File: config.mk
export PLATFORM = sky130hd
export DESIGN_NAME = fifo_wr_arbiter
export DESIGN_NICKNAME = d
export VERILOG_FILES = /design/src/rtl/fifo_wr_arbiter_pkg.sv /design/src/rtl/fifo_wr_arbiter_rr_pick.sv /design/src/rtl/fifo_wr_arbiter.sv
export SDC_FILE = /design/constraint.sdc
export NUM_CORES = 1
export LEC_CHECK = 0
export CELL_PAD_IN_SITES_DETAIL_PLACEMENT = 1
export CELL_PAD_IN_SITES_GLOBAL_PLACEMENT = 2
export CORE_MARGIN = 2
export CORE_UTILIZATION = 17
export CTS_BUF_LIST = sky130_fd_sc_hd__clkbuf_8
export DETAILED_ROUTE_END_ITERATION = 6
export PLACE_DENSITY_LB_ADDON = 0.1
export RECOVER_POWER = 100
export SKIP_LAST_GASP = 1
export SLEW_MARGIN = 10
export SYNTH_ARGS = -nofsm -noshare
export SYNTH_HDL_FRONTEND = slang
export SYNTH_SLANG_ARGS = --single-unit
File: constraint.sdc
create_clock -name wclk -period 2.1 [get_ports wclk]
set_clock_uncertainty 0.15 [all_clocks]
set_input_delay 0.525 -clock wclk [delete_from_list [all_inputs] [get_ports wclk]]
set_output_delay 0.525 -clock wclk [all_outputs]
set_load 0.05 [all_outputs]
File: src/rtl/fifo_wr_arbiter_pkg.sv
// Shared definitions for the FIFO write-side arbiter: word/address widths and FSM state type.
package fifo_wr_arbiter_pkg;

  localparam int DATASIZE = 8;
  localparam int ADDRSIZE = 4;

  typedef enum logic {
    ARB   = 1'b0,
    BURST = 1'b1
  } arb_state_e;

endpackage

File: src/rtl/fifo_wr_arbiter_rr_pick.sv
// Combinational round-robin picker: first set request at or after start, wrapping.
module rr_pick #(
  parameter int N  = 4,
  parameter int IW = $clog2(N)
) (
  input  logic [N-1:0]  req,
  input  logic [IW-1:0] start,
  output logic          found,
  output logic [IW-1:0] idx
);

  logic [2*N-1:0] dbl;
  logic [N-1:0]   rot;
  int             off;
  int             sum;

  always_comb begin
    found = 1'b0;
    off   = 0;
    dbl   = {req, req} >> start;
    rot   = dbl[N-1:0];
    // Walk downwards so the closest requester to start wins.
    for (int i = N - 1; i >= 0; i--) begin
      if (rot[i]) begin
        found = 1'b1;
        off   = i;
      end
    end
    sum = int'(start) + off;
    if (sum >= N) begin
      sum = sum - N;
    end
    idx = IW'(sum);
  end

endmodule

File: src/rtl/fifo_wr_arbiter.sv
// Round-robin arbiter of NREQ packet writers onto one FIFO write port, bursts capped at MAXBURST.
// Optional per-requester word and full-stall counters under FIFO_WR_ARB_STATS_EN.
module fifo_wr_arbiter #(
  parameter int NREQ     = 4,
  parameter int MAXBURST = 8,
  parameter int DATASIZE = fifo_wr_arbiter_pkg::DATASIZE
) (
  input  logic                     wclk,
  input  logic                     wrst_n,
  input  logic [NREQ-1:0]          req_valid,
  input  logic [NREQ*DATASIZE-1:0] req_data,
  input  logic [NREQ-1:0]          req_last,
  output logic [NREQ-1:0]          req_ready,
  output logic                     winc,
  output logic [DATASIZE-1:0]      wdata,
  input  logic                     wfull,
  output logic                     busy,
  output logic [$clog2(NREQ)-1:0]  gnt_id
`ifdef FIFO_WR_ARB_STATS_EN
  ,
  output logic [NREQ*16-1:0]       stat_words,
  output logic [15:0]              stat_stall
`endif
);

  import fifo_wr_arbiter_pkg::*;

  localparam int IW = $clog2(NREQ);
  localparam int BW = $clog2(MAXBURST + 1);

  arb_state_e    state_q, state_d;
  logic [IW-1:0] gnt_q, gnt_d;
  logic [IW-1:0] rr_ptr_q, rr_ptr_d;
  logic [BW-1:0] beat_q, beat_d;
  logic          pick_found;
  logic [IW-1:0] pick_idx;
  logic          sel_vld;
  logic          sel_last;

  rr_pick #(.N(NREQ), .IW(IW)) u_rr_pick (
    .req   (req_valid),
    .start (rr_ptr_q),
    .found (pick_found),
    .idx   (pick_idx)
  );

  always_ff @(posedge wclk or negedge wrst_n) begin
    if (!wrst_n) begin
      state_q  <= ARB;
      gnt_q    <= '0;
      rr_ptr_q <= '0;
      beat_q   <= '0;
    end else begin
      state_q  <= state_d;
      gnt_q    <= gnt_d;
      rr_ptr_q <= rr_ptr_d;
      beat_q   <= beat_d;
    end
  end

  always_comb begin
    state_d  = state_q;
    gnt_d    = gnt_q;
    rr_ptr_d = rr_ptr_q;
    beat_d   = beat_q;
    case (state_q)
      ARB: begin
        if (pick_found) begin
          gnt_d   = pick_idx;
          beat_d  = '0;
          state_d = BURST;
        end
      end
      BURST: begin
        // A stalled or idle beat leaves everything untouched; the grant is held.
        if (winc) begin
          if (sel_last || (beat_q == BW'(MAXBURST - 1))) begin
            state_d  = ARB;
            beat_d   = '0;
            rr_ptr_d = (gnt_q == IW'(NREQ - 1)) ? '0 : gnt_q + 1'b1;
          end else begin
            beat_d = beat_q + 1'b1;
          end
        end
      end
    endcase
  end

  always_comb begin
    sel_vld  = 1'b0;
    sel_last = 1'b0;
    wdata    = '0;
    for (int i = 0; i < NREQ; i++) begin
      if (gnt_q == IW'(i)) begin
        sel_vld  = req_valid[i];
        sel_last = req_last[i];
        wdata    = req_data[i*DATASIZE +: DATASIZE];
      end
    end
    busy      = (state_q == BURST);
    winc      = busy & sel_vld & ~wfull;
    req_ready = winc ? (NREQ'(1) << gnt_q) : '0;
    gnt_id    = gnt_q;
  end

`ifdef FIFO_WR_ARB_STATS_EN
  logic [NREQ*16-1:0] stat_words_q, stat_words_d;
  logic [15:0]        stat_stall_q, stat_stall_d;

  always_ff @(posedge wclk or negedge wrst_n) begin
    if (!wrst_n) begin
      stat_words_q <= '0;
      stat_stall_q <= '0;
    end else begin
      stat_words_q <= stat_words_d;
      stat_stall_q <= stat_stall_d;
    end
  end

  always_comb begin
    stat_words_d = stat_words_q;
    stat_stall_d = stat_stall_q;
    for (int i = 0; i < NREQ; i++) begin
      if (req_ready[i] && (stat_words_q[i*16 +: 16] != 16'hFFFF)) begin
        stat_words_d[i*16 +: 16] = stat_words_q[i*16 +: 16] + 16'd1;
      end
    end
    if (busy && wfull && (stat_stall_q != 16'hFFFF)) begin
      stat_stall_d = stat_stall_q + 16'd1;
    end
  end

  assign stat_words = stat_words_q;
  assign stat_stall = stat_stall_q;
`endif

endmodule

---- After elaboration in Yosys (flattened, before gate mapping) ----
Index checks and enable logic that the tools add are counted.
word-level totals
  bits in registers ....................... 9
  output and inout bits ................... 16
operators by class
  $add $sub $neg .......................... 4
  $lt $le $gt $ge ......................... 1
  equal/unequal tests ..................... 6
  shifts and indexed selects .............. 2
  muxes and demuxes ....................... 31
  bitwise operators ....................... 4
  reduce and logical (&&, ||, !) cells .... 5
operator list
  kind                                                                    number
  8-bit two-way mux                                                       4
  4-bit two-way mux                                                       4
  1-bit two-way mux                                                       15
  2-bit two-way mux                                                       6
  4-bit one-hot mux with 2 select lines                                   1
  8-bit by 2-bit right shift with 4-bit output                            1
  4-bit by 1-bit adder with 4-bit output (second input constant)          1
  2-bit equality test (second input constant)                             2
  4-bit by 3-bit equality test with 1-bit output (second input constant)  1
  2-bit inequality test (second input constant)                           2
  2-bit AND reduction                                                     2
  1-bit by 2-bit left shift with 4-bit output (first input constant)      1
  2-bit by 2-bit adder with 3-bit output                                  1
  3-bit >= comparator (second input constant)                             1
  3-bit AND reduction                                                     1
  2-bit by 1-bit adder with 2-bit output (second input constant)          1
  1-bit bitwise AND                                                       2
  2-bit by 1-bit equality test with 1-bit output (second input constant)  1
  2-bit zero test                                                         1
  1-bit inverter                                                          2
  1-bit one-hot mux with 2 select lines                                   1
  2-bit by 1-bit subtractor with 2-bit output (second input constant)     1
  1-bit logical OR                                                        1

---- Logic depth before layout (Yosys ltp) ----
  depth in word-level cells ............... 9
  depth in mapped cells ................... 9

---- Hierarchy ----
Synthesis repeated with hierarchy kept, for this count alone.
unflattened totals
  cell total of the unflattened synthesis .. 136
  area, all modules ....................... 1,038.5 sq um
modules (own cells, without submodules)
  module           times used  cells each  area an instance (sq um)  seq. area each (sq um)
  fifo_wr_arbiter  1           113         858.3                     225.2
  rr_pick          1           23          180.2                     0.0

---- Worst setup path before layout ----
No wires, ideal clock.
  path kind ............................... flip-flop to output port
  start ................................... register gnt_q[1], in the netlist gnt_id[1]
  end ..................................... output wdata[1]
  arrival ................................. 2,697 ps
  required time ........................... 1,425 ps
  setup slack ............................. -1,272 ps
  cell stages (with the launch flop) ...... 6
  cell sequence ........................... dfrtp_1 ha_1 clkbuf_1 clkbuf_1 a21oi_1 o21ai_0
between the ends
  cells in the longest elaborated chain, start to end .. 5
  elaborated cells on any way between the ends .. 8
  those cells by class .................... eq/ne: 3; mux: 4; reduce/logical: 1
ends and longest elaborated chain
  item                             line                   RTL
  start, declared                  fifo_wr_arbiter.sv:32  logic [IW-1:0] gnt_q, gnt_d;
  start signal, assigned           fifo_wr_arbiter.sv:55  gnt_q <= gnt_d;
  2-bit zero test                  fifo_wr_arbiter.sv:94  if (gnt_q == IW'(i)) begin
  8-bit two-way mux (3 in series)  fifo_wr_arbiter.sv:94
  8-bit two-way mux (*)            fifo_wr_arbiter.sv:94
  end, declared                    fifo_wr_arbiter.sv:15  output logic [DATASIZE-1:0] wdata,
Every way passes the cells marked *; elsewhere a longest branch is shown, timed or not.

---- Final worst setup path ----
  start ................................... register gnt_q[0], in the netlist gnt_id[0]
  end ..................................... output req_ready[1]
between the ends
  cells in the longest elaborated chain, start to end .. 8
  elaborated cells on any way between the ends .. 12
  those cells by class .................... eq/ne: 3; shift: 1; mux: 5; bitwise: 2; reduce/logical: 1
ends and longest elaborated chain
  item                             line                    RTL
  2-bit zero test                  fifo_wr_arbiter.sv:94
  1-bit two-way mux (4 in series)  fifo_wr_arbiter.sv:94
  1-bit bitwise AND (2 in series)  fifo_wr_arbiter.sv:101  winc = busy & sel_vld & ~wfull;
  4-bit two-way mux (*)            fifo_wr_arbiter.sv:102  req_ready = winc ? (NREQ'(1) << gnt_q) : '0;
  end, declared                    fifo_wr_arbiter.sv:13   output logic [NREQ-1:0] req_ready,
Marks and branches as above.

==> results.py <==
metrics = {
    "outcome": {
        "status": "finished, violations left",
        "violations": "setup timing",
    },
    "sta": {
        "drv_slew": 0,
        "worst_slack_ps": -462,
        "clock.fmax_mhz": 390,
        "setup_violations": 20,
        "worst_pin_slew_ps": 592,
        "maxSlewHeadroom_pct": 60.7,
        "finalHoldViolCount": 0,
        "grt_setup_unrepaired": "yes",
        "finalCritPeriodShare_pct": 122,
        "finalCriticalPeriod_ps": 2560,
    },
    "drt": {
        "ant_nets": 0,
        "wirelength_um": 4680,
        "drt_iter0_drc": 17,
        "routedWlPerCell_um": 16.2,
        "post_drt_via_cell_ratio": 4.54,
        "drt-pass1-iter-count": 4,
        "num_vias": 1313,
        "drc": 0,
    },
    "die": {
        "std_cell_rows": 27,
        "die_y_um": 78.8,
        "die_x_um": 78.8,
        "boundaryPins": 59,
        "start_util_pct": 17.5,
        "die_area_um2": 6210,
        "coreArea_um2": 5440,
    },
    "worst_setup_path": {
        "required_ps": 1420,
        "critPathArrivalTime_ps": 1890,
        "crit_path_start_kind": "flop",
        "rrSetupSlack_ps": -230,
        "critPathCaptureType": "output pin",
        "cp_max_fo": 6,
        "worst-setup-path-type": "flop to output pin",
    },
    "placed_design": {
        "port-buffer-count": 58,
        "placedCellCount": 275,
        "dp_hpwl_um": 3500,
        "gp_congestion": 0.791,
    },
    "finish": {
        "final_common_cell": "clkdlybuf4s50_1",
        "utilization_pct": 44.7,
        "final_cell_mix": "clkdlybuf4s50_1 (37), buf_4 (20), buf_12 (19), nand2_1 (12)",
        "fin_cells": 289,
        "fin_nets": 267,
        "area.growth.synth_to_final_pct": 156,
        "antenna_cells": 0,
        "drive_gt1_share_pct": 48.8,
    },
    "clocking": {
        "ctsHoldBuffers": 0,
        "clk_latency_ps": 240,
        "numCtsBuffers": 3,
        "h-tree-depth": 1,
        "clkTransAtPathRegs_ps": 50,
        "cts_tree": "yes",
        "clockRootBuffer": "clkbuf_8",
        "cts_num_sinks": 9,
        "clockBufferDepth": 2,
    },
    "grt": {
        "grt_pass1_vias": 1409,
        "grt.overflow.total": 0,
        "grt_max_degree": 14,
        "groute.usage.overall_pct": 14.9,
        "antenna_found_initial": 0,
        "grt_pass1_wl_um": 7190,
    },
    "synthesis": {
        "yosysTopAreaCell": "dfrtp_1",
        "ys_types": 34,
        "yosysTopAreaCellShare_pct": 23.7,
        "ys_top_cells_by_area": "dfrtp_1 (24%), a21oi_1 (8.9%), ha_1 (7.9%)",
        "synth_area_per_cell_um2": 7.49,
        "syn_inst": 127,
        "syn_nets": 176,
        "netlist_area_um2": 951,
        "synth-seq-cells": 9,
        "yosysWarnings": 0,
        "synth-seq-area-share_pct": 23.7,
    },
    "flow_run": {
        "cap_violations": 0,
    },
    "power_and_ir_drop": {
        "power_density_nw_per_um2": 1830,
        "p_leak_nw": 0.956,
        "power_mw": 4.44,
        "ir_drop_v": 0.000913,
    },
    "min_path": {
        "worst_hold_path_type": "flop to flop",
    },
}
==> final timing paths <==
check                      startpoint      endpoint  cells after the start
max in group asynchronous      wrst_n     gnt_id[0]                      1
setup / recovery            gnt_id[0]  req_ready[1]                      8
hold / removal              beat_q[0]     beat_q[0]                      1
hold reg to reg             beat_q[0]     beat_q[0]                      1
setup reg to reg            gnt_id[0]   rr_ptr_q[0]                     11
min in group asynchronous      wrst_n     beat_q[3]                      1
==> where the power goes <==
part           internal, mW  leakage (nW)  switching, mW
clock network         0.128        0.0269         0.0750
registers             0.258         0.105          0.119
logic                  1.93         0.825           1.93
total                  2.32         0.956           2.12
==> kinds of logic after synthesis <==
logic type | after synthesis | share of synthesized area (%)
adders and majority gates | 6 | 7.89
xor gates and xnor gates | 2 | 1.84
AOI/OAI and AO/OA | 50 | 35.0
and+or+nand+nor | 43 | 21.6
buffers and inverters | 14 | 5.79
DFF | 9 | 23.7
muxes | 3 | 4.21
==> synthesized netlist by cell type, drive strengths merged <==
| master | count |
|---|---|
| mux2 | 2 |
| nor2b | 3 |
| nor4 | 1 |
| a22oi | 8 |
| a21oi | 17 |
| nor2 | 12 |
| a221oi | 1 |
| nor3 | 2 |
| nand3 | 3 |
| nand2b | 2 |
| a21boi | 1 |
| a211oi | 1 |
| o22ai | 1 |
| a2111oi | 2 |
| xnor2 | 2 |
| and2 | 3 |
| o21ai | 17 |
| dfrtp | 9 |
| and3 | 2 |
| inv | 8 |
| mux2i | 1 |
| clkbuf | 3 |
| o311ai | 1 |
| ha | 6 |
| nand2 | 13 |
| a32o | 1 |
| nor3b | 1 |
| nand3b | 1 |
| buf | 3 |
==> critical path: stages, from the launching register on <==
cell,delay (ps)
dfrtp_4,460
inv_4,50
buf_6,120
ha_4,170
nor3b_4,150
a2111oi_4,170
buf_4,190
and3_4,200
buf_12,130
==> area by class of cell <==
class                   instances  area (um^2)
inverters                       8         32.5
repair buffers                 92         1050
flip-flops and latches          9          230
well taps                      72         90.1
multi-input cells             104          978
clock buffers                   3         41.3
fillers                       624         3010
clock inverters                 1         3.75
==> sequential cells by signal, indices dropped and copies added (netlist names) <==
| signal | flops |
|---|---|
| beat_q | 4 |
| busy | 1 |
| rr_ptr_q | 2 |
| gnt_id | 2 |
==> through the flow <==
| stage | hold WS, ps | area [um^2] | TNS [ps] | worst slack, ps |
|---|---|---|---|---|
| final | 377 | 2430 | -6550 | -462 |
| after global placement | 353 | 2120 | -10400 | -552 |
| after global routing | 399 | 2430 | -7730 | -519 |
| after CTS | 366 | 2300 | -6540 | -470 |
| after detailed placement | 352 | 2120 | -11280 | -655 |
| after floorplan | 79.4 | 1160 | -4100 | -283 |
==> layer usage <==
| metal | routed length [um] | GRT usage, % | share of wire, % | vias to the layer above |
|---|---|---|---|---|
| met4 | 54 | 5.09 | 1.2 | 0 |
| met2 | 2470 | 27.9 | 53 | 36 |
| li1 | - | - | - | 636 |
| met1 | 1970 | 17.4 | 42 | 636 |
| met3 | 191 | 1.82 | 4.1 | 5 |
| met5 | 0 | 0 | 0 | - |
==> timing repair <==
item,CTS,global route
pin swaps,14,14
gates cloned,1,1
resized for setup,19,37
setup buffers,8,6
endpoints found under the setup margin,22,22
No activity file was read; power rests on OpenSTA's default activity.
